===== src/rtl/key_ctrl_pkg.sv =====
// rtl/key_ctrl_pkg.sv - shared state encoding and default timing constants for the step key front-end
package key_ctrl_pkg;

    typedef enum logic [2:0] {
        IDLE,
        PRESS_DB,
        HELD,
        REPEAT,
        REL_DB
    } key_state_e;

    localparam int DEF_DB_CYCLES     = 1000;
    localparam int DEF_REPEAT_DELAY  = 50000;
    localparam int DEF_REPEAT_PERIOD = 10000;

endpackage


===== src/rtl/sync_2ff.sv =====
// rtl/sync_2ff.sv - two-flop synchroniser for a single asynchronous board input
module sync_2ff (
    input  logic clk,
    input  logic rst,
    input  logic d_i,
    output logic q_o
);

    logic meta_q;
    logic sync_q;

    always_ff @(posedge clk) begin
        if (rst) begin
            meta_q <= 1'b0;
            sync_q <= 1'b0;
        end else begin
            meta_q <= d_i;
            sync_q <= meta_q;
        end
    end

    assign q_o = sync_q;

endmodule


===== src/rtl/key_step_ctrl.sv =====
// rtl/key_step_ctrl.sv - debounced step/load strobe generator with auto-repeat for the LFSR stage
module key_step_ctrl
    import key_ctrl_pkg::*;
#(
    parameter int DB_CYCLES     = DEF_DB_CYCLES,
    parameter int REPEAT_DELAY  = DEF_REPEAT_DELAY,
    parameter int REPEAT_PERIOD = DEF_REPEAT_PERIOD
) (
    input  logic       clk,
    input  logic       rst,
    input  logic       key_in,
    input  logic       mode_in,
    output logic       step_pulse,
    output logic       load_pulse,
    output logic       pressed,
    output logic       repeat_active,
    output logic [7:0] pulse_cnt
);

    localparam int RPT_MAX = (REPEAT_DELAY > REPEAT_PERIOD) ? REPEAT_DELAY : REPEAT_PERIOD;
    localparam int DB_W    = $clog2(DB_CYCLES);
    localparam int RPT_W   = (RPT_MAX < 2) ? 1 : $clog2(RPT_MAX);
    localparam bit RPT_EN  = (REPEAT_DELAY > 0);

    localparam logic [DB_W-1:0]  DB_LAST     = DB_W'(DB_CYCLES - 1);
    localparam logic [RPT_W-1:0] DELAY_LAST  = RPT_W'(REPEAT_DELAY - 1);
    localparam logic [RPT_W-1:0] PERIOD_LAST = RPT_W'(REPEAT_PERIOD - 1);

    logic key_s;
    logic mode_s;

    sync_2ff u_key_sync (
        .clk (clk),
        .rst (rst),
        .d_i (key_in),
        .q_o (key_s)
    );

    sync_2ff u_mode_sync (
        .clk (clk),
        .rst (rst),
        .d_i (mode_in),
        .q_o (mode_s)
    );

    key_state_e       state_q, state_d;
    logic [DB_W-1:0]  db_cnt_q, db_cnt_d;
    logic [RPT_W-1:0] rpt_cnt_q, rpt_cnt_d;
    logic             mode_l_q, mode_l_d;
    logic             step_q, step_d;
    logic             load_q, load_d;
    logic             pressed_q, pressed_d;
    logic             repeat_q, repeat_d;
    logic [7:0]       pulse_cnt_q, pulse_cnt_d;

    always_comb begin
        state_d   = state_q;
        db_cnt_d  = db_cnt_q;
        rpt_cnt_d = rpt_cnt_q;
        mode_l_d  = mode_l_q;
        step_d    = 1'b0;
        load_d    = 1'b0;

        case (state_q)
            IDLE: begin
                if (key_s) begin
                    state_d  = PRESS_DB;
                    db_cnt_d = '0;
                end
            end
            PRESS_DB: begin
                if (!key_s) begin
                    state_d = IDLE;
                end else if (db_cnt_q == DB_LAST) begin
                    // Mode is captured only here, so switch changes mid-press are ignored.
                    state_d   = HELD;
                    rpt_cnt_d = '0;
                    mode_l_d  = mode_s;
                    load_d    = mode_s;
                    step_d    = !mode_s;
                end else begin
                    db_cnt_d = db_cnt_q + 1'b1;
                end
            end
            HELD: begin
                if (!key_s) begin
                    state_d  = REL_DB;
                    db_cnt_d = '0;
                end else if (!mode_l_q && RPT_EN) begin
                    if (rpt_cnt_q == DELAY_LAST) begin
                        state_d   = REPEAT;
                        step_d    = 1'b1;
                        rpt_cnt_d = '0;
                    end else begin
                        rpt_cnt_d = rpt_cnt_q + 1'b1;
                    end
                end
            end
            REPEAT: begin
                if (!key_s) begin
                    state_d  = REL_DB;
                    db_cnt_d = '0;
                end else if (rpt_cnt_q == PERIOD_LAST) begin
                    step_d    = 1'b1;
                    rpt_cnt_d = '0;
                end else begin
                    rpt_cnt_d = rpt_cnt_q + 1'b1;
                end
            end
            REL_DB: begin
                // A bounce back to high restarts the repeat delay but never steps.
                if (key_s) begin
                    state_d   = HELD;
                    rpt_cnt_d = '0;
                end else if (db_cnt_q == DB_LAST) begin
                    state_d = IDLE;
                end else begin
                    db_cnt_d = db_cnt_q + 1'b1;
                end
            end
            default: state_d = IDLE;
        endcase

        pressed_d   = (state_d == HELD) || (state_d == REPEAT) || (state_d == REL_DB);
        repeat_d    = (state_d == REPEAT);
        pulse_cnt_d = pulse_cnt_q + 8'(step_d | load_d);
    end

    always_ff @(posedge clk) begin
        if (rst) begin
            state_q     <= IDLE;
            db_cnt_q    <= '0;
            rpt_cnt_q   <= '0;
            mode_l_q    <= 1'b0;
            step_q      <= 1'b0;
            load_q      <= 1'b0;
            pressed_q   <= 1'b0;
            repeat_q    <= 1'b0;
            pulse_cnt_q <= '0;
        end else begin
            state_q     <= state_d;
            db_cnt_q    <= db_cnt_d;
            rpt_cnt_q   <= rpt_cnt_d;
            mode_l_q    <= mode_l_d;
            step_q      <= step_d;
            load_q      <= load_d;
            pressed_q   <= pressed_d;
            repeat_q    <= repeat_d;
            pulse_cnt_q <= pulse_cnt_d;
        end
    end

    assign step_pulse    = step_q;
    assign load_pulse    = load_q;
    assign pressed       = pressed_q;
    assign repeat_active = repeat_q;
    assign pulse_cnt     = pulse_cnt_q;

endmodule


===== config.mk =====
export PLATFORM = sky130hd
export DESIGN_NAME = key_step_ctrl
export DESIGN_NICKNAME = d
export VERILOG_FILES = /design/src/rtl/key_ctrl_pkg.sv /design/src/rtl/sync_2ff.sv /design/src/rtl/key_step_ctrl.sv
export SDC_FILE = /design/constraint.sdc
export NUM_CORES = 1
export LEC_CHECK = 0
export ABC_AREA = 1
export CAP_MARGIN = 20
export CORE_MARGIN = 10
export CORE_UTILIZATION = 30
export DETAILED_ROUTE_END_ITERATION = 6
export DONT_BUFFER_PORTS = 1
export PLACE_DENSITY = 0.51
export SYNTH_ARGS = -nofsm -noshare
export SYNTH_HDL_FRONTEND = slang
export SYNTH_HIERARCHICAL = 1
export SYNTH_SLANG_ARGS = --single-unit

===== constraint.sdc =====
create_clock -name clk -period 4.7 [get_ports clk]
set_input_delay 0.94 -clock clk [delete_from_list [all_inputs] [get_ports clk]]
set_output_delay 0.94 -clock clk [all_outputs]
set_load 0.1 [all_outputs]

==> results of run 1 <==
[kinds of logic (layout without fill, tap and decap cells)]
kind of cell | count (synthesis) | count (layout)
AND/OR/NAND/NOR | 205 | 205
buffers and inverters | 60 | 63
flip-flops | 46 | 46
AO/OA/AOI/OAI | 43 | 43
XOR/XNOR | 5 | 5
adder cells (fa/ha/maj) | 4 | 4
[final timing paths]
path,slack (ns),to,startpoint,cells past startpoint
worst max-delay path,1.95,pulse_cnt[6],rpt_cnt_q[0],16
worst min-delay path,0.41,u_key_sync/q_o,u_key_sync/meta_q,2
worst max register to register,1.95,pulse_cnt[6],rpt_cnt_q[0],16
worst min register to register,0.41,u_key_sync/q_o,u_key_sync/meta_q,2
[critical path: cells and delay by family, from the launching register on]
family / cells / cell delay, ns
buf+inv: 1 / 0.10
fa+ha+maj: 3 / 0.51
simple gates: 10 / 1.36
compound gates: 1 / 0.16
flops: 1 / 0.37
xor+xnor: 1 / 0.19
[synth_stat cells, types with 2 or more instances]
cell type / n / area share (%)
nand2_1: 82 / 13
nor2_1: 68 / 11
inv_1: 50 / 7.9
dfxtp_1: 46 / 39
nand3_1: 23 / 4.9
a21oi_1: 21 / 4.4
nand4_1: 11 / 2.9
o21ai_0: 11 / 2.3
nor3_1: 9 / 1.9
inv_2: 5 / 0.79
ha_1: 4 / 2.1
o21ai_1: 4 / 0.85
xor2_1: 4 / 1.5
nand2_2: 3 / 0.79
nor2_2: 3 / 0.79
a211oi_1: 2 / 0.63
clkbuf_1: 2 / 0.32
or2_2: 2 / 0.53
[power by group through the flow]
stage	combinational [mW]	sequential, mW	clock [mW]
floorplan	0.0192	0.403	0
global route	0.0233	0.395	0.283
detailed placement	0.0203	0.404	0
finish	0.0201	0.395	0.256
CTS	0.0203	0.395	0.270
global placement	0.0204	0.404	0
[routing by layer]
| metal | GRT usage, % | vias to the layer above | part of all wire (%) | wire, µm |
|---|---|---|---|---|
| met4 | 3.11 | 0 | 1.3 | 69 |
| met2 | 16.4 | 28 | 47 | 2570 |
| met5 | 0 | - | 0 | 0 |
| met1 | 11.7 | 971 | 48 | 2630 |
| met3 | 2.65 | 7 | 3.9 | 211 |
| li1 | - | 1154 | - | - |
[area by class of cell]
cell class	instances	area, µm²	share of cell area (%)
Multi-Input combinational cell	257	1210	47.3
Sequential cell	46	921	36.0
Inverter	55	206	8.07
Tap cell	102	128	4.99
Clock buffer	5	68.8	2.69
Clock inverter	3	25.0	0.978
[sequential cells by signal (all words and copies together), names as in the netlist]
signal,cells
rpt_cnt_q,16
state_q,3
u_key_sync/q_o,1
db_cnt_q,10
u_mode_sync/q_o,1
u_mode_sync/meta_q,1
pulse_cnt,8
pressed,1
load_pulse,1
step_pulse,1
u_key_sync/meta_q,1
repeat_active,1
mode_l_q,1
==> flow_metrics.env, run 1 <==
export IMPL_final_setup_worst_slack_ns=1.95
export IMPL_syn_to_final_growth_pct=8.03
export IMPL_total_power_mw=0.671
export IMPL_grt_max_degree=25
export IMPL_cts_root_buf="clkbuf_8"
export IMPL_crit_fanout=4
export IMPL_synthFlopType="dfxtp_1"
export IMPL_setup_viol=0
export IMPL_maxSlewHeadroom_pct=28.2
export IMPL_vias=2160
export IMPL_final_common_cell="nand2_1"
export IMPL_netlist_instances=363
export IMPL_seq_area_frac_synth_pct=38.9
export IMPL_synthXorXnorAreaFrac_pct=1.85
export IMPL_critPathMaxStageDelay_ns=0.37
export IMPL_async_reset_ff_share_pct=0
export IMPL_max_freq_ghz=0.364
export IMPL_grtUsageTotal_pct=9.71
export IMPL_maxCapViolCount=0
export IMPL_dpl_worst_slack_ns=1.97
export IMPL_layout_common_cells="nand2_1, nor2_1, inv_1, dfxtp_1, nand3_1"
export IMPL_die_area_um2=11800
export IMPL_io_pins=16
export IMPL_clkPwrFrac_pct=38.2
export IMPL_row_count=32
export IMPL_place_inst=460
export IMPL_peakVddDrop_mv=0.100
export IMPL_place_area_um2=2460
export IMPL_min_period_over_period_pct=58.5
export IMPL_antenna_found_initial=0
export IMPL_intPower_mw=0.505
export IMPL_maxSlewViolCount=0
export IMPL_drc=0
export IMPL_grt_pass1_vias=2041
export IMPL_outcome="finished clean"
export IMPL_htree_num_levels=2
export IMPL_numPortBuffers=0
export IMPL_clk_path_buf_depth=2
export IMPL_fin_util_pct=33.3
export IMPL_clk_pin_slew_ns=0.10
export IMPL_synth_adder_area_share_pct=2.11
export IMPL_drt_wl_total_mm=5.48
export IMPL_seqPwrFrac_pct=58.8
export IMPL_wire_per_inst_um=11.7
export IMPL_power_density_nw_per_um2=262
export IMPL_cts_hold_buffers=0
export IMPL_grt_overflow=0
export IMPL_synth_seq_cells=46
export IMPL_clkLatencyLatePin_ns=0.31
export IMPL_min_path_type="register to register"
export IMPL_start_util_pct=30.8
export IMPL_ys_warnings_count=6
export IMPL_synth_edff_count=0
export IMPL_tritoncts="built"
export IMPL_worst_slew_pin_slew_ns=1.08
export IMPL_place_gp_congestion=0.853
export IMPL_synth_area_um2=2370
export IMPL_final_layout_size_suffix_gt1_share_pct=6.56
export IMPL_leakagePower_nw=0.995
export IMPL_grt_pass1_wl_mm=9.49
export IMPL_final_cells=468
export IMPL_final_area_um2=2560
export IMPL_fin_skew_ns=0.00902
export IMPL_avgSynthCellArea_um2=6.52
export IMPL_cts_buffers_inserted=5
export IMPL_crit_arrival_ns=3.01
export IMPL_dr_first_iter_drc_count=85
export IMPL_grt_setup_unrepaired="no"
export IMPL_crit_slowest_cell="dfxtp_1"
export IMPL_die_x_um=109
export IMPL_synth_cell_types=31
export IMPL_fill_cells=876
export IMPL_hold_worst_slack_ns=0.408
export IMPL_start_kind="register"
export IMPL_hold_viol_final=0
export IMPL_cts_sinks=46
export IMPL_drtPass1Iterations=4
export IMPL_required_ns=4.95
export IMPL_power_switching_mw=0.166
export IMPL_vias_per_cell=4.62
export IMPL_syn_num_nets=371
export IMPL_synth_mux_area_fraction_pct=0
export IMPL_hpwlAfterDp_mm=4.12
export IMPL_synth_compound_area_share_pct=9.83
export IMPL_path_class="register to register"
export IMPL_layout_min_cycle_time_ns=2.75
export IMPL_critPathCaptureType="register"
export IMPL_fin_nets=373
export IMPL_synth_top_family_by_area="simple AND/OR/NAND/NOR gates"
export IMPL_crit_chain="ha_1 -> nand2_1 -> nor2_1 -> inv_1 -> nor2_1 -> nand2_1 -> o21ai_0 -> nand4_1 -> nand2_1 -> ha_1 -> ha_1 -> nand2_1 -> nor2_1 -> nand3_1 -> xor2_1 -> nor2_1"
export IMPL_core_area_um2=7690
export IMPL_p_sw_share_pct=24.8
export IMPL_diodes=0
export IMPL_postRouteAntennaNets=0
export IMPL_p_comb_share_pct=3.0
export IMPL_synth_simple_area_share_pct=37.3
export IMPL_post_cts_setup_buffer_count=0
export IMPL_die_y_um=109
export IMPL_finalSetupTns_ns=0
export IMPL_cts_resized=0
(Power assumes the default switching activity.)
==> inputs of run 2 (changes only) <==
- PLACE_DENSITY: 0.51 -> 0.52
- clock period: 4.7 -> 2.3 ns (I/O delays scaled with it)
==> flow_metrics.env, run 2 (synthesis results as in run 1) <==
export IMPL_hpwlAfterDp_mm=4.11
export IMPL_final_area_um2=2880
export IMPL_peakVddDrop_mv=0.283
export IMPL_grt_setup_unrepaired="yes"
export IMPL_cts_buffers_inserted=5
export IMPL_tritoncts="built"
export IMPL_regArea_um2=925
export IMPL_worst_slew_pin_slew_ns=0.529
export IMPL_crit_fanout=3
export IMPL_cts_sinks=46
export IMPL_fin_nets=400
export IMPL_core_area_um2=7690
export IMPL_postRouteAntennaNets=0
export IMPL_numPortBuffers=0
export IMPL_die_y_um=109
export IMPL_die_x_um=109
export IMPL_multi_input_area_um2=1320
export IMPL_drt_wl_total_mm=5.51
export IMPL_min_path_type="primary input to register"
export IMPL_outcome="finished clean"
export IMPL_largest_register="rpt_cnt_q"
export IMPL_max_freq_ghz=0.453
export IMPL_grt_pass1_vias=2019
export IMPL_power_density_nw_per_um2=481
export IMPL_fin_util_pct=37.4
export IMPL_maxSlewViolCount=0
export IMPL_clk_pin_slew_ns=0.10
export IMPL_syn_to_final_growth_pct=21.5
export IMPL_clk_path_buf_depth=2
export IMPL_start_kind="register"
export IMPL_fill_cells=852
export IMPL_layout_min_cycle_time_ns=2.21
export IMPL_leakagePower_nw=1.16
export IMPL_vias=2207
export IMPL_min_period_over_period_pct=96.0
export IMPL_crit_slowest_cell="dfxtp_2"
export IMPL_drtPass1Iterations=4
export IMPL_crit_chain="ha_4 -> nand2_4 -> nor2_4 -> inv_2 -> nor2_4 -> nand2_2 -> o21ai_2 -> nand4_1 -> nand2_2 -> ha_4 -> ha_4 -> nand2_4 -> nor2_4 -> nand3_2 -> xor2_1 -> nor2_1"
export IMPL_required_ns=2.56
export IMPL_clkLatencyLatePin_ns=0.31
export IMPL_dr_first_iter_drc_count=92
export IMPL_io_pins=16
export IMPL_start_util_pct=30.8
export IMPL_maxCapViolCount=0
export IMPL_post_cts_setup_buffer_count=0
export IMPL_grt_max_degree=25
export IMPL_vias_per_cell=4.46
export IMPL_wire_per_inst_um=11.1
export IMPL_critPathBufInv=1
export IMPL_crit_arrival_ns=2.47
export IMPL_place_area_um2=2680
export IMPL_grt_overflow=0
export IMPL_hold_viol_final=0
export IMPL_finalSetupTns_ns=0
export IMPL_maxSlewHeadroom_pct=64.5
export IMPL_row_count=32
export IMPL_layout_common_cells="nand2_1, nor2_1, inv_1, dfxtp_1, buf_4"
export IMPL_antenna_found_initial=0
export IMPL_cts_root_buf="clkbuf_8"
export IMPL_setup_viol=0
export IMPL_path_delay_family="simple AND/OR/NAND/NOR gates"
export IMPL_critPathCaptureType="register"
export IMPL_fin_skew_ns=0.0170
export IMPL_cts_hold_buffers=0
export IMPL_final_common_cell="nand2_1"
export IMPL_grt_pass1_wl_mm=9.30
export IMPL_total_power_mw=1.38
export IMPL_die_area_um2=11800
export IMPL_place_gp_congestion=0.847
export IMPL_drc=0
export IMPL_path_class="register to register"
export IMPL_diodes=0
export IMPL_final_layout_size_suffix_gt1_share_pct=18.1
export IMPL_critPathMaxStageDelay_ns=0.36
export IMPL_largest_reg_flops=16
export IMPL_grtUsageTotal_pct=9.47
export IMPL_htree_num_levels=2
==> run 2: cell count changes in the layout (fill, tap and decap cells not counted), moves of 2 or more <==
cell     before  now
buf_4         0   27
ha_1          4    1
nand3_1      23   21
nor2_4        0    3
nand2_1      82   78
dfxtp_2       0    3
dfxtp_1      46   43
nand2_4       0    2
ha_4          0    3
nor2_1       68   64
nand2_2       3    5
==> run 2: timing repair <==
| action | 4_1_cts | 5_1_grt |
|---|---|---|
| gates resized for setup | 4 | 22 |
| pin swaps | 4 | 10 |
| setup endpoints to repair | 3 | 4 |
==> run 2: area by class of cell <==
cell class / instances / area share (%)
tap: 102 / 4.44
inverter: 55 / 7.18
multi-input combinational: 257 / 46.0
timing repair buffer: 27 / 7.05
sequential: 46 / 32.1
clock inverter: 3 / 0.826
clock buffer: 5 / 2.39
==> run 2: stage by stage <==
| step | hold slack [ns] | instances | worst slack [ns] |
|---|---|---|---|
| detailed placement | 0.401 | 487 | -0.0478 |
| CTS | 0.191 | 495 | 0.00294 |
| global placement | 0.398 | 487 | 0.00788 |
| finish | 0.196 | 495 | 0.0916 |
| floorplan | 0.388 | 363 | 0.00210 |
| global route | 0.190 | 495 | -0.105 |
==> run 2: worst paths after layout <==
| path | from | to | slack (ns) | depth (start not counted) |
|---|---|---|---|---|
| worst max register to register | rpt_cnt_q[1] | pulse_cnt[6] | 0.09 | 16 |
| worst max-delay path | rpt_cnt_q[1] | pulse_cnt[6] | 0.09 | 16 |
| worst min-delay path | rst | pulse_cnt[6] | 0.20 | 1 |
| worst min register to register | u_key_sync/meta_q | u_key_sync/q_o | 0.41 | 2 |
==> run 2: report_power, final <==
part | internal [mW] | leakage, nW | total (mW) | switching (mW)
combinational | 0.0150 | 0.745 | 0.0485 | 0.0335
clock | 0.218 | 0.0408 | 0.530 | 0.312
sequential | 0.801 | 0.373 | 0.805 | 0.00383
total | 1.03 | 1.16 | 1.38 | 0.350
==> run 2: routing by layer <==
layer	wire length (µm)	vias to the layer above	track usage [%]
li1	-	1208	-
met1	2630	965	11.8
met2	2570	26	15.7
met3	229	8	2.71
met4	74	0	2.54
met5	0	-	0
